## config.mk

```make
export PLATFORM = sky130hd
export DESIGN_NAME = alu_op_issue
export DESIGN_NICKNAME = d
export VERILOG_FILES = /design/src/rtl/alu_op_issue.sv
export SDC_FILE = /design/constraint.sdc
export NUM_CORES = 1
export LEC_CHECK = 0
export ABC_AREA = 1
export CORE_MARGIN = 3
export CORE_UTILIZATION = 35
export DETAILED_ROUTE_END_ITERATION = 7
export PLACE_DENSITY = 0.71
export SETUP_SLACK_MARGIN = 0.3
export SYNTH_ARGS = -nofsm -noshare
export SYNTH_HDL_FRONTEND = slang
export SYNTH_SLANG_ARGS = --single-unit
```

## constraint.sdc

```tcl
create_clock -name clk -period 1.7 [get_ports clk]
set_clock_uncertainty 0.05 [all_clocks]
set_input_delay 0.34 -clock clk [delete_from_list [all_inputs] [get_ports clk]]
set_output_delay 0.34 -clock clk [all_outputs]
set_load 0.01 [all_outputs]
```

## src/rtl/alu_op_issue.sv

```systemverilog
// alu_op_issue: RV32I decode-to-execute issue stage.
// Decodes one integer instruction into eight one-hot ALU operation strobes
// plus two operands and holds them in an output register with valid/ready.
// Build option ALU_ISSUE_SKID_EN: adds a one-entry skid buffer so in_ready
// is registered (skid empty) and there is no out_ready -> in_ready path.
// Without it, in_ready = !out_valid || out_ready combinationally.

`ifndef X_LENGTH
`define X_LENGTH 32
`endif

module alu_op_issue #(
    parameter int X_LENGTH = `X_LENGTH
) (
    input  logic                clk,
    input  logic                rst,
    input  logic                flush,
    input  logic                in_valid,
    output logic                in_ready,
    input  logic [31:0]         in_instruction,
    input  logic [X_LENGTH-1:0] in_pc,
    input  logic [X_LENGTH-1:0] in_rs1_data,
    input  logic [X_LENGTH-1:0] in_rs2_data,
    output logic                out_valid,
    input  logic                out_ready,
    output logic                out_illegal,
    output logic                operation_add,
    output logic                operation_subtract,
    output logic                operation_and,
    output logic                operation_or,
    output logic                operation_xor,
    output logic                operation_shift_left_logical,
    output logic                operation_shift_right_arithmetic,
    output logic                operation_shift_right_logical,
    output logic [X_LENGTH-1:0] operand_1,
    output logic [X_LENGTH-1:0] operand_2
);

    localparam int OP_ADD = 0;
    localparam int OP_SUB = 1;
    localparam int OP_AND = 2;
    localparam int OP_OR  = 3;
    localparam int OP_XOR = 4;
    localparam int OP_SLL = 5;
    localparam int OP_SRA = 6;
    localparam int OP_SRL = 7;

    localparam logic [6:0] OPC_OP     = 7'b0110011;
    localparam logic [6:0] OPC_OP_IMM = 7'b0010011;
    localparam logic [6:0] OPC_LUI    = 7'b0110111;
    localparam logic [6:0] OPC_AUIPC  = 7'b0010111;

    typedef struct packed {
        logic                illegal;
        logic [7:0]          op;
        logic [X_LENGTH-1:0] op1;
        logic [X_LENGTH-1:0] op2;
    } payload_t;

    logic [6:0]          opcode;
    logic [2:0]          funct3;
    logic                alt;
    logic [X_LENGTH-1:0] imm_i;
    logic [X_LENGTH-1:0] imm_u;
    logic [X_LENGTH-1:0] shamt;
    logic                unused_rd;

    assign opcode    = in_instruction[6:0];
    assign funct3    = in_instruction[14:12];
    assign alt       = in_instruction[30];
    assign imm_i     = X_LENGTH'(signed'(in_instruction[31:20]));
    assign imm_u     = X_LENGTH'(signed'({in_instruction[31:12], 12'b0}));
    assign shamt     = X_LENGTH'(in_instruction[24:20]);
    // rd is irrelevant to the ALU; it travels on a separate writeback path.
    assign unused_rd = ^in_instruction[11:7];

    payload_t dec;
    payload_t out_q, out_d;
    logic     out_valid_q, out_valid_d;
    logic     accept;

`ifdef ALU_ISSUE_SKID_EN
    payload_t skid_q, skid_d;
    logic     skid_valid_q, skid_valid_d;
`endif

    // Decode the offered instruction into strobes and operands.
    always_comb begin
        dec = '0;
        case (opcode)
            OPC_OP, OPC_OP_IMM: begin
                dec.op1 = in_rs1_data;
                dec.op2 = (opcode == OPC_OP) ? in_rs2_data : imm_i;
                case (funct3)
                    3'b000: begin
                        if (opcode == OPC_OP && alt) dec.op[OP_SUB] = 1'b1;
                        else                         dec.op[OP_ADD] = 1'b1;
                    end
                    3'b001: begin
                        dec.op[OP_SLL] = 1'b1;
                        if (opcode == OPC_OP_IMM) dec.op2 = shamt;
                    end
                    3'b100: dec.op[OP_XOR] = 1'b1;
                    3'b101: begin
                        if (alt) dec.op[OP_SRA] = 1'b1;
                        else     dec.op[OP_SRL] = 1'b1;
                        if (opcode == OPC_OP_IMM) dec.op2 = shamt;
                    end
                    3'b110: dec.op[OP_OR]  = 1'b1;
                    3'b111: dec.op[OP_AND] = 1'b1;
                    default: begin
                        // slt/sltu family: no ALU support, operands zeroed
                        dec         = '0;
                        dec.illegal = 1'b1;
                    end
                endcase
            end
            OPC_LUI: begin
                dec.op[OP_ADD] = 1'b1;
                dec.op2        = imm_u;
            end
            OPC_AUIPC: begin
                dec.op[OP_ADD] = 1'b1;
                dec.op1        = in_pc;
                dec.op2        = imm_u;
            end
            default: dec.illegal = 1'b1;
        endcase
    end

`ifdef ALU_ISSUE_SKID_EN
    assign in_ready = !skid_valid_q;
`else
    assign in_ready = !out_valid_q || out_ready;
`endif
    assign accept = in_valid && in_ready;

    // Next state of the output register (and skid when present); payload is
    // cleared whenever the output empties so strobes are 0 while invalid.
    always_comb begin
        out_valid_d = out_valid_q;
        out_d       = out_q;
`ifdef ALU_ISSUE_SKID_EN
        skid_valid_d = skid_valid_q;
        skid_d       = skid_q;
`endif
        if (flush) begin
            out_valid_d = 1'b0;
            out_d       = '0;
`ifdef ALU_ISSUE_SKID_EN
            skid_valid_d = 1'b0;
            skid_d       = '0;
`endif
        end else begin
`ifdef ALU_ISSUE_SKID_EN
            if (!out_valid_q || out_ready) begin
                if (skid_valid_q) begin
                    // in_ready is low while the skid is full, so no accept here
                    out_valid_d  = 1'b1;
                    out_d        = skid_q;
                    skid_valid_d = 1'b0;
                    skid_d       = '0;
                end else if (accept) begin
                    out_valid_d = 1'b1;
                    out_d       = dec;
                end else begin
                    out_valid_d = 1'b0;
                    out_d       = '0;
                end
            end else if (accept) begin
                skid_valid_d = 1'b1;
                skid_d       = dec;
            end
`else
            if (accept) begin
                out_valid_d = 1'b1;
                out_d       = dec;
            end else if (out_ready) begin
                out_valid_d = 1'b0;
                out_d       = '0;
            end
`endif
        end
    end

    // Pipeline registers with synchronous reset.
    always_ff @(posedge clk) begin
        if (rst) begin
            out_valid_q <= 1'b0;
            out_q       <= '0;
`ifdef ALU_ISSUE_SKID_EN
            skid_valid_q <= 1'b0;
            skid_q       <= '0;
`endif
        end else begin
            out_valid_q <= out_valid_d;
            out_q       <= out_d;
`ifdef ALU_ISSUE_SKID_EN
            skid_valid_q <= skid_valid_d;
            skid_q       <= skid_d;
`endif
        end
    end

    assign out_valid                        = out_valid_q;
    assign out_illegal                      = out_q.illegal;
    assign operation_add                    = out_q.op[OP_ADD];
    assign operation_subtract               = out_q.op[OP_SUB];
    assign operation_and                    = out_q.op[OP_AND];
    assign operation_or                     = out_q.op[OP_OR];
    assign operation_xor                    = out_q.op[OP_XOR];
    assign operation_shift_left_logical     = out_q.op[OP_SLL];
    assign operation_shift_right_arithmetic = out_q.op[OP_SRA];
    assign operation_shift_right_logical    = out_q.op[OP_SRL];
    assign operand_1                        = out_q.op1;
    assign operand_2                        = out_q.op2;

endmodule
```

==> key figures, run 1 <==
Run status
  – Status: completed

Clock network
  – Clk root buf: clkbuf_8
  – # clock sinks: 74
  – CTS Buf Count: 9
  – CTS tree: built
  – Clk Latency, worst-skew pair: 340 ps
  – Clk slew on worst S/H paths: 80 ps
  – Clock Path Buffers: 2
  – Hold buffers post-CTS: 0
  – CTS H-tree depth: 3

Finish
  – Core Util, Final: 0.7128
  – Syn-to-layout area delta: 94.26%
  – Final nets: 1000
  – Final-layout fill cell count: 802
  – Commonest non-fill, non-tap cells in the layout: nand2_1 (205), clkdlybuf4s50_1 (115), a21oi_1 (74)
  – Fraction of final layout cells sized beyond drive strength 1: 0.2317
  – ANT cells: 0
  – Multi-input gate area: 0.002400 mm²
  – Reg area: 0.001483 mm²
  – Leading cell type in the layout, fill and taps excluded: nand2_1

Synthesis
  – Synth Instances: 605
  – Register area share after synthesis: 0.3842
  – Synthesized net count: 738
  – Synth Register Bits: 74
  – Yosys cell types: 28
  – Cell Area, Synth: 0.003856 mm²
  – Mapped Avg Cell Area: 6.374 µm²
  – Yosys warnings: 0

Timing
  – Hold Vio Cnt, Final: 0
  – Rel. slew slack: 0.7506
  – PnR worst setup slack: 178.7 ps
  – Final setup viols: 0
  – RSZ-0062 raised after global routing: yes
  – Final worst-path cycle share: 0.8949
  – Worst slew pin tran: 374.0 ps
  – Fin crit period: 1521 ps
  – Max-slew violations: 0
  – Fmax: 657.3 MHz

Routing
  – Routed Antenna Nets: 0
  – DR vias: 5164
  – Drt initial violations: 346
  – Routed WL: 16990 µm
  – Remaining DRCs: 0
  – DR vias/cell: 5.123
  – TritonRoute pass-1 iters: 5
  – Drt wl/cell: 16.85 µm

Critical path
  – Critical Path RT: 1920 ps
  – Worst path most repeated cell: buf_6
  – Worst-path maximum fanout: 5
  – CP arrival: 1750 ps
  – Critical path cell sequence: buf_6, nand2_4, nand2_4, buf_6, a21oi_4, buf_6, buf_12, buf_16, nand2_1, a21oi_2
  – Kind of critical path: register to register
  – Crit path capture type: register
  – Crit-path slowest cell: dfxtp_2
  – CP Launch Type: register
  – Max incr delay on CP: 330 ps

GRT
  – GR Util All Layers: 0.2551
  – Global-route wire length before repair: 25660 µm
  – Gr ovfl total: 0
  – Vias in the first global route: 5057
  – Initial antenna violation count: 0
  – Largest net degree at the start of global routing: 54

Pwr
  – Sw Share: 0.2679
  – Comb pwr share: 0.214
  – Maximum vdd drop: 452.3 µV
  – Net load switching power: 1.069 mW
  – Clock Power Share: 0.350
  – Leak: 3.281 nW
  – Flop pwr share: 0.436
  – Pint: 2.922 mW
  – Pwr/cell area: 532.7 mW/mm²

Run
  – Max cap viols: 0

Die
  – Std cell rows: 37
  – Initial core utilization: 0.3669
  – Ports: 208
  – Die ar.: 0.01231 mm²
  – DIE WIDTH: 111.0 µm
  – Die height: 111.0 µm
  – CORE AREA: 0.01051 mm²

Placement
  – Post-placement setup slack: -326.3 ps
  – Routability Congestion: 0.8890
  – DPL Wire Length: 10890 µm
  – Port Buffer Count: 202

Min path
  – Worst Hold Class: input port to register
[worst max-delay path, delay by kind of cell (launching register included)]
kind	cells	cell delay, ps
AO/OA/AOI/OAI	2	270
buffers and inverters	5	600
AND/OR/NAND/NOR	3	200
flip-flops	1	330
[cell usage after synthesis (all sizes together)]
master  instances  area (µm²)
a21oi          99       521.8
a22oi           1       7.510
a31oi           2       12.51
buf            28       170.2
clkbuf          9       33.78
clkinv          1       5.000
dfxtp          74        1481
inv            25       93.84
nand2         244       950.9
nand3          32       165.2
nand4           3       18.77
nor2           69       297.8
nor3           10       50.05
o211ai          1       7.510
o21ai           6       33.78
or2             1       6.260
[through the flow]
step	power (mW)	setup TNS (ps)	hold WS, ps	cell area, µm²	instances
floorplan	1.980	0	438.4	3856	605
global placement	2.426	-18430	400.6	6342	949
detailed placement	2.437	-19840	404.7	6342	949
CTS	3.982	0	415.4	7173	998
global route	4.143	0	375.2	7491	1008
finish	3.990	0	379.5	7491	1008
[power groups by stage]
| stage | clock network (mW) | logic [mW] | registers [mW] |
|---|---|---|---|
| 3_3_place_gp | 0 | 0.647 | 1.78 |
| 5_1_grt | 1.50 | 0.899 | 1.74 |
| 6_report | 1.40 | 0.853 | 1.74 |
| 2_1_floorplan | 0 | 0.198 | 1.78 |
| 4_1_cts | 1.43 | 0.813 | 1.74 |
| 3_5_place_dp | 0 | 0.658 | 1.78 |
[timing repair]
action                                  4_1_cts  5_1_grt
gates cloned                                 11        2
setup buffers                                22        8
gates resized for setup                     160      100
endpoints found under the setup margin      148      111
pin swaps                                    26       30
[path summary, 6_finish.rpt]
kind | start | endpoint | slack (ps) | cells after the start
max | out_valid | operand_2[20] | 180 | 10
min | in_instruction[14] | operation_or | 380 | 4
max reg2reg | out_valid | operand_2[20] | 180 | 10
min reg2reg | operand_1[9] | operand_1[9] | 420 | 2
[cell type report]
| cell class | count | area share |
|---|---|---|
| timing repair buffer | 286 | 0.4157 |
| clock buffer | 9 | 0.01654 |
| sequential | 74 | 0.1979 |
| clock inverter | 7 | 0.01036 |
| inverter | 26 | 0.01637 |
| multi-input combinational | 470 | 0.3204 |
| tap | 136 | 0.02272 |
[kinds of logic (layout without fill, tap and decap cells)]
group,Yosys count,count (layout),synth area share
AND/OR/NAND/NOR,359,359,0.3861
AO/OA/AOI/OAI,109,111,0.1512
flip-flops,74,74,0.3842
buffers and inverters,63,328,0.07852
[metal layers]
layer  share of wire  up-vias  track usage
met5               0        -            0
met4           0.030        0       0.1108
met3           0.072       37      0.05131
met2            0.51      261       0.4515
met1            0.39     2391       0.2968
li1                -     2475            -
(Power assumes the default switching activity.)
==> run 2: changes to the inputs <==
- clock period: 1.7 -> 1.9 ns (I/O delays scaled with it)
==> run 2 against run 1 <==
Effect of this change: design area down 8.7%; critical path depth down 6; clock power about the same; first-iteration DRC count up 9.5%; critical endpoint is now in_ready; highest routed layer unchanged.
==> key figures, run 2 (synthesis gave the netlist of run 1 again) <==
Finish
  – ANT cells: 0 (unchanged)
  – Commonest non-fill, non-tap cells in the layout: nand2_1 (227), clkdlybuf4s50_1 (119), a21oi_1 (83) (was nand2_1 (205), clkdlybuf4s50_1 (115), a21oi_1 (74))
  – Reg area: 0.001481 mm² (was 0.001483 mm²)
  – Final-layout fill cell count: 933 (was 802)
  – Leading cell type in the layout, fill and taps excluded: nand2_1 (unchanged)
  – Fraction of final layout cells sized beyond drive strength 1: 0.1621 (was 0.2317)
  – Multi-input gate area: 0.002266 mm² (was 0.002400 mm²)
  – Syn-to-layout area delta: 77.42% (was 94.26%)
  – Final nets: 973 (was 1000)

Clock network
  – Clk slew on worst S/H paths: 80 ps (about the same)
  – Clock Path Buffers: 2 (unchanged)
  – Clk root buf: clkbuf_8 (unchanged)
  – # clock sinks: 74 (unchanged)
  – CTS tree: built (unchanged)
  – Hold buffers post-CTS: 0 (unchanged)
  – CTS Buf Count: 9 (unchanged)
  – CTS H-tree depth: 3 (unchanged)
  – Clk Latency, worst-skew pair: 340 ps (about the same)

Routing
  – Routed Antenna Nets: 0 (unchanged)
  – Routed WL: 14930 µm (was 16990 µm)
  – Remaining DRCs: 0 (unchanged)
  – Drt wl/cell: 15.22 µm (was 16.85 µm)
  – DR vias: 4776 (was 5164)
  – DR vias/cell: 4.869 (was 5.123)
  – Drt initial violations: 379 (was 346)
  – TritonRoute pass-1 iters: 5 (unchanged)

Min path
  – Worst Hold Class: register to register (was input port to register)

Placement
  – Routability Congestion: 0.8954 (was 0.8890)
  – DPL Wire Length: 10540 µm (was 10890 µm)
  – Port Buffer Count: 202 (unchanged)

Pwr
  – Pwr/cell area: 524.0 mW/mm² (was 532.7 mW/mm²)
  – Leak: 3.132 nW (was 3.281 nW)
  – Maximum vdd drop: 333.4 µV (was 452.3 µV)
  – Final Power: 3.585 mW (was 3.990 mW)

GRT
  – Global route hottest layer: met2 (unchanged)
  – Initial antenna violation count: 0 (unchanged)
  – Met1 global-route usage: 0.2914 (was 0.2968)
  – Met3 Usage GRT: 0.05677 (was 0.05131)
  – Global-route wire length before repair: 23080 µm (was 25660 µm)
  – Largest net degree at the start of global routing: 75 (was 54)
  – Vias in the first global route: 4496 (was 5057)
  – Met2 usage: 0.3883 (was 0.4515)
  – Gr ovfl total: 0 (unchanged)
  – GR Util All Layers: 0.2295 (was 0.2551)

Timing
  – Final setup viols: 0 (unchanged)
  – Hold Vio Cnt, Final: 0 (unchanged)
  – Worst slew pin tran: 362.5 ps (was 374.0 ps)
  – Max-slew violations: 0 (unchanged)
  – Final worst-path cycle share: 0.8364
  – Rel. slew slack: 0.7583 (was 0.7506)
  – Setup TNS: 0 ps (unchanged)
  – Fin crit period: 1589 ps
  – Fmax: 629.3 MHz
  – RSZ-0062 raised after global routing: yes (unchanged)

Die
  – Ports: 208 (unchanged)
  – Die ar.: 0.01231 mm² (unchanged)
  – Std cell rows: 37 (unchanged)
  – CORE AREA: 0.01051 mm² (unchanged)
  – DIE WIDTH: 111.0 µm (unchanged)
  – Die height: 111.0 µm (unchanged)
  – Initial core utilization: 0.3669 (unchanged)

Critical path
  – CP arrival: 1160 ps (was 1750 ps)
  – Family with the most delay on the worst path: buffers and inverters (unchanged)
  – Worst-path maximum fanout: 3 (was 5)
  – Crit path capture type: output port (was register)
  – Critical Path RT: 1470 ps (was 1920 ps)
  – WP buf/inv: 3 (was 5)
  – Crit-path slowest cell: clkdlybuf4s50_1 (was dfxtp_2)
  – Max incr delay on CP: 470 ps (was 330 ps)
  – Kind of critical path: input port to output port (was register to register)
  – Critical path cell sequence: clkdlybuf4s50_1, inv_2, nand2_4, buf_2 (was buf_6, nand2_4, nand2_4, buf_6, a21oi_4, buf_6, buf_12, buf_16, nand2_1, a21oi_2)
  – CP Launch Type: input port (was register)

Run status
  – Status: completed (unchanged)

Run
  – Max cap viols: 0 (unchanged)
run 2: tightest hold or removal path, delay by kind of cell (launching register included):
kind / cells / cell delay, ps
and+or+nand+nor: 1 / 60
AOI/OAI and AO/OA: 1 / 50
DFF: 1 / 310
run 2: through the flow:
stage | utilization | worst slack, ps | hold slack [ps] | area, µm² | std cells
2_1_floorplan | - | 485.3 | 438.4 | 3856 | 605
3_3_place_gp | 0.5995 | -238.6 | 400.1 | 6300 | 950
3_5_place_dp | 0.5995 | -239.1 | 404.5 | 6300 | 950
4_1_cts | 0.6356 | 211.6 | 414.8 | 6679 | 975
5_1_grt | 0.6510 | 293.5 | 432.0 | 6842 | 981
6_report | 0.6510 | 310.9 | 413.1 | 6842 | 981
run 2: metal layers:
metal | share of wire | vias up
met4 | 0.018 | 0
met5 | 0 | -
li1 | - | 2408
met1 | 0.44 | 2177
met3 | 0.059 | 20
met2 | 0.49 | 171
run 2: timing repair:
item	4_1_cts	5_1_grt
pin swaps	7	8
gates cloned	3	3
buffers inserted	6	3
setup endpoints to repair	148	72
resized for setup	108	34
run 2: cell type report:
cell class,instances,share of cell area
well taps,136,0.02487
repair buffers,259,0.3777
flip-flops and latches,74,0.2165
clock buffers,10,0.02012
inverters,26,0.01573
clock inverters,6,0.01390
multi-input cells,470,0.3312
run 2: report_power, final:
group          total [mW]  switching, mW  internal (mW)
Sequential           1.56        0.00256           1.55
Clock                1.42          0.626          0.792
Combinational       0.611          0.268          0.344
Total                3.58          0.896           2.69
run 2: worst paths after layout:
check                  end  cells past startpoint     startpoint  slack (ps)
max               in_ready                      4      out_ready         310
min          operand_1[10]                      2  operand_1[10]         410
max reg2reg  operand_2[26]                      7      out_valid         570
min reg2reg  operand_1[10]                      2  operand_1[10]         410
==> run 3: changes to the inputs <==
- PLACE_DENSITY: 0.71 -> 0.74
- clock period: 1.9 -> 1.4 ns (I/O delays scaled with it)
==> run 3 against run 2 <==
Effect of this change: the run now ends with setup timing left; cell count grew 7.4%; sequential cell count stayed put; routed wire length grew 42%; die area unchanged; highest routed layer unchanged; critical path type is now input port to register.
==> key figures, run 3 (synthesis gave the netlist of run 1 again) <==
Critical path
  – FF-to-FF path depth: 9 (was 7)
  – Setup slack, reg-to-reg: -70 ps (was 570 ps)
  – Crit path capture type: register (was output port)
  – CP Launch Type: input port (unchanged)
  – CP arrival: 1750 ps (was 1160 ps)
  – Worst-path maximum fanout: 5 (was 3)
  – Kind of critical path: input port to register (was input port to output port)
  – Reg-to-Reg End: operand_1[13] (was operand_2[26])
  – Critical Path RT: 1630 ps (was 1470 ps)
  – Max incr delay on CP: 130 ps (was 470 ps)
  – Worst R2R Start: out_valid (unchanged)
  – Crit-path slowest cell: buf_4 (was clkdlybuf4s50_1)
  – Critical path cell sequence: buf_6, buf_8, inv_16, nand2_8, nor2_8, buf_6, buf_6, nand3_4, clkinv_4, buf_12, buf_4, buf_16, nand2_1, nand2_1, nand2_1, a21oi_1 (was clkdlybuf4s50_1, inv_2, nand2_4, buf_2)

GRT
  – Vias in the first global route: 5748 (was 4496)
  – Gr ovfl total: 0 (unchanged)
  – GR Util All Layers: 0.3028 (was 0.2295)
  – Global-route wire length before repair: 29860 µm (was 23080 µm)
  – Initial antenna violation count: 0 (unchanged)
  – Largest net degree at the start of global routing: 29 (was 75)

Finish
  – ANT cells: 0 (unchanged)
  – Leading cell type in the layout, fill and taps excluded: nand2_1 (unchanged)
  – Post-route insts no fill: 1054 (was 981)
  – Core Util, Final: 0.8421 (was 0.6510)
  – Syn-to-layout area delta: 129.5% (was 77.42%)
  – Final nets: 1046 (was 973)
  – Final instance area: 0.008850 mm² (was 0.006842 mm²)
  – Fraction of final layout cells sized beyond drive strength 1: 0.5207 (was 0.1621)
  – Commonest non-fill, non-tap cells in the layout: nand2_1 (168), clkdlybuf4s50_1 (114), buf_6 (91) (was nand2_1 (227), clkdlybuf4s50_1 (119), a21oi_1 (83))

Pwr
  – Final Power: 5.316 mW (was 3.585 mW)
  – Leak: 3.903 nW (was 3.132 nW)
  – Maximum vdd drop: 465.1 µV (was 333.4 µV)
  – Pwr/cell area: 600.7 mW/mm² (was 524.0 mW/mm²)

Timing
  – Fin crit period: 1521 ps
  – RSZ-0062 raised after global routing: yes (unchanged)
  – Hold Vio Cnt, Final: 0 (unchanged)
  – Final worst-path cycle share: 1.086
  – Max-slew violations: 0 (unchanged)
  – Worst slew pin tran: 445.8 ps (was 362.5 ps)
  – Rel. slew slack: 0.7017 (was 0.7583)
  – PnR worst setup slack: -121.0 ps (was 310.9 ps)
  – Fmax: 657.5 MHz
  – Final setup viols: 46 (was 0)

Routing
  – Routed Antenna Nets: 0 (unchanged)
  – Routed WL: 21250 µm (was 14930 µm)
  – DR vias: 5682 (was 4776)
  – DR vias/cell: 5.391 (was 4.869)
  – Drt initial violations: 577 (was 379)
  – TritonRoute pass-1 iters: 5 (unchanged)
  – Drt wl/cell: 20.16 µm (was 15.22 µm)
  – Remaining DRCs: 0 (unchanged)

Placement
  – Routability Congestion: 0.8930 (was 0.8954)
  – DPL Wire Length: 10690 µm (was 10540 µm)
  – Port Buffer Count: 202 (unchanged)
  – # placed instances: 948 (was 950)
  – Placed inst area: 0.006441 mm² (was 0.006300 mm²)

Die
  – Initial core utilization: 0.3669 (unchanged)
  – CORE AREA: 0.01051 mm² (unchanged)
  – Die ar.: 0.01231 mm² (unchanged)
  – Std cell rows: 37 (unchanged)
  – Ports: 208 (unchanged)
  – Die height: 111.0 µm (unchanged)
  – DIE WIDTH: 111.0 µm (unchanged)

Run status
  – Status: finished with violations (was completed)
  – Failing checks: setup timing

Clock network
  – Hold buffers post-CTS: 0 (unchanged)
  – CTS H-tree depth: 3 (unchanged)
  – Clock Path Buffers: 2 (unchanged)
  – Clk root buf: clkbuf_8 (unchanged)
  – CTS Buf Count: 9 (unchanged)
  – # clock sinks: 74 (unchanged)
  – CTS tree: built (unchanged)
  – Clk Latency, worst-skew pair: 350 ps (was 340 ps)
  – Clk slew on worst S/H paths: 90 ps (was 80 ps)

Min path
  – Hold Path Stages: 4 (was 2)
  – Min-delay src: out_ready (was operand_1[10])
  – Hold endpoint: out_valid (was operand_1[10])
  – Worst Hold Class: input port to register (was register to register)

Run
  – Max cap viols: 0 (unchanged)
==> run 3: changes by cell type in the layout (fill, tap and decap cells not counted), sizes merged <==
cell / change
dlymetal6s2s: -1
clkdlybuf4s50: -5
clkinv: +2
o21ai: -1
clkdlybuf4s15: +2
clkinvlp: +1
inv: -4
dlygate4sd2: -73
clkbuf: +1
bufbuf: +2
buf: +149
==> run 3: critical path, delay by kind of cell <==
kind                   cells  cell delay, ps
buffers and inverters      9             880
AND/OR/NAND/NOR            6             440
AO/OA/AOI/OAI              1             130
==> run 3: metrics by stage <==
stage | TNS [ps] | hold WS (ps) | setup WS (ps)
after floorplan | 0 | 387.3 | 138.1
after global placement | -35110 | 401.1 | -572.1
after detailed placement | -37150 | 405.2 | -573.0
after CTS | -6.156 | 345.8 | -4.369
after global routing | -5149 | 392.5 | -181.0
final | -1746 | 371.7 | -121.0
==> run 3: final cells by class <==
type / instances / area [µm²]
Clock buffer: 11 / 141.4
Clock inverter: 5 / 85.08
Fill cell: 558 / 1659
Inverter: 26 / 156.4
Multi-Input combinational cell: 469 / 2838
Sequential cell: 74 / 1589
Tap cell: 136 / 170.2
Timing Repair Buffer: 333 / 3870
==> run 3: worst max path at each step <==
stage | to | depth (start not counted) | slack [ps] | from
after floorplan | operand_2[3] | 11 | 140 | in_instruction[3]
after global placement | operand_2[3] | 12 | -570 | in_instruction[3]
after detailed placement | operand_2[3] | 12 | -570 | in_instruction[3]
after CTS | operand_1[13] | 16 | -4 | in_instruction[3]
after global routing | operand_1[20] | 16 | -180 | in_instruction[3]
final | operand_1[20] | 16 | -120 | in_instruction[3]
==> run 3: metal layers <==
| layer | vias to the layer above | global-route usage | part of all wire |
|---|---|---|---|
| met4 | 0 | 0.1330 | 0.039 |
| met2 | 370 | 0.5336 | 0.51 |
| li1 | 2560 | - | - |
| met3 | 65 | 0.08897 | 0.092 |
| met1 | 2687 | 0.3366 | 0.36 |
| met5 | - | 0 | 0 |
==> run 3: repair_timing <==
item,4_1_cts,5_1_grt
endpoints found under the setup margin,149,148
cloned,17,2
setup buffers,43,28
hold endpoints to repair,0,0
gates resized for setup,607,107
pin swaps,45,46
==> run 3: power breakdown <==
part	internal, mW	switching [mW]	total (mW)
registers	2.10	0.00598	2.10
clock network	1.07	0.894	1.96
logic	0.702	0.549	1.25
total	3.87	1.45	5.32
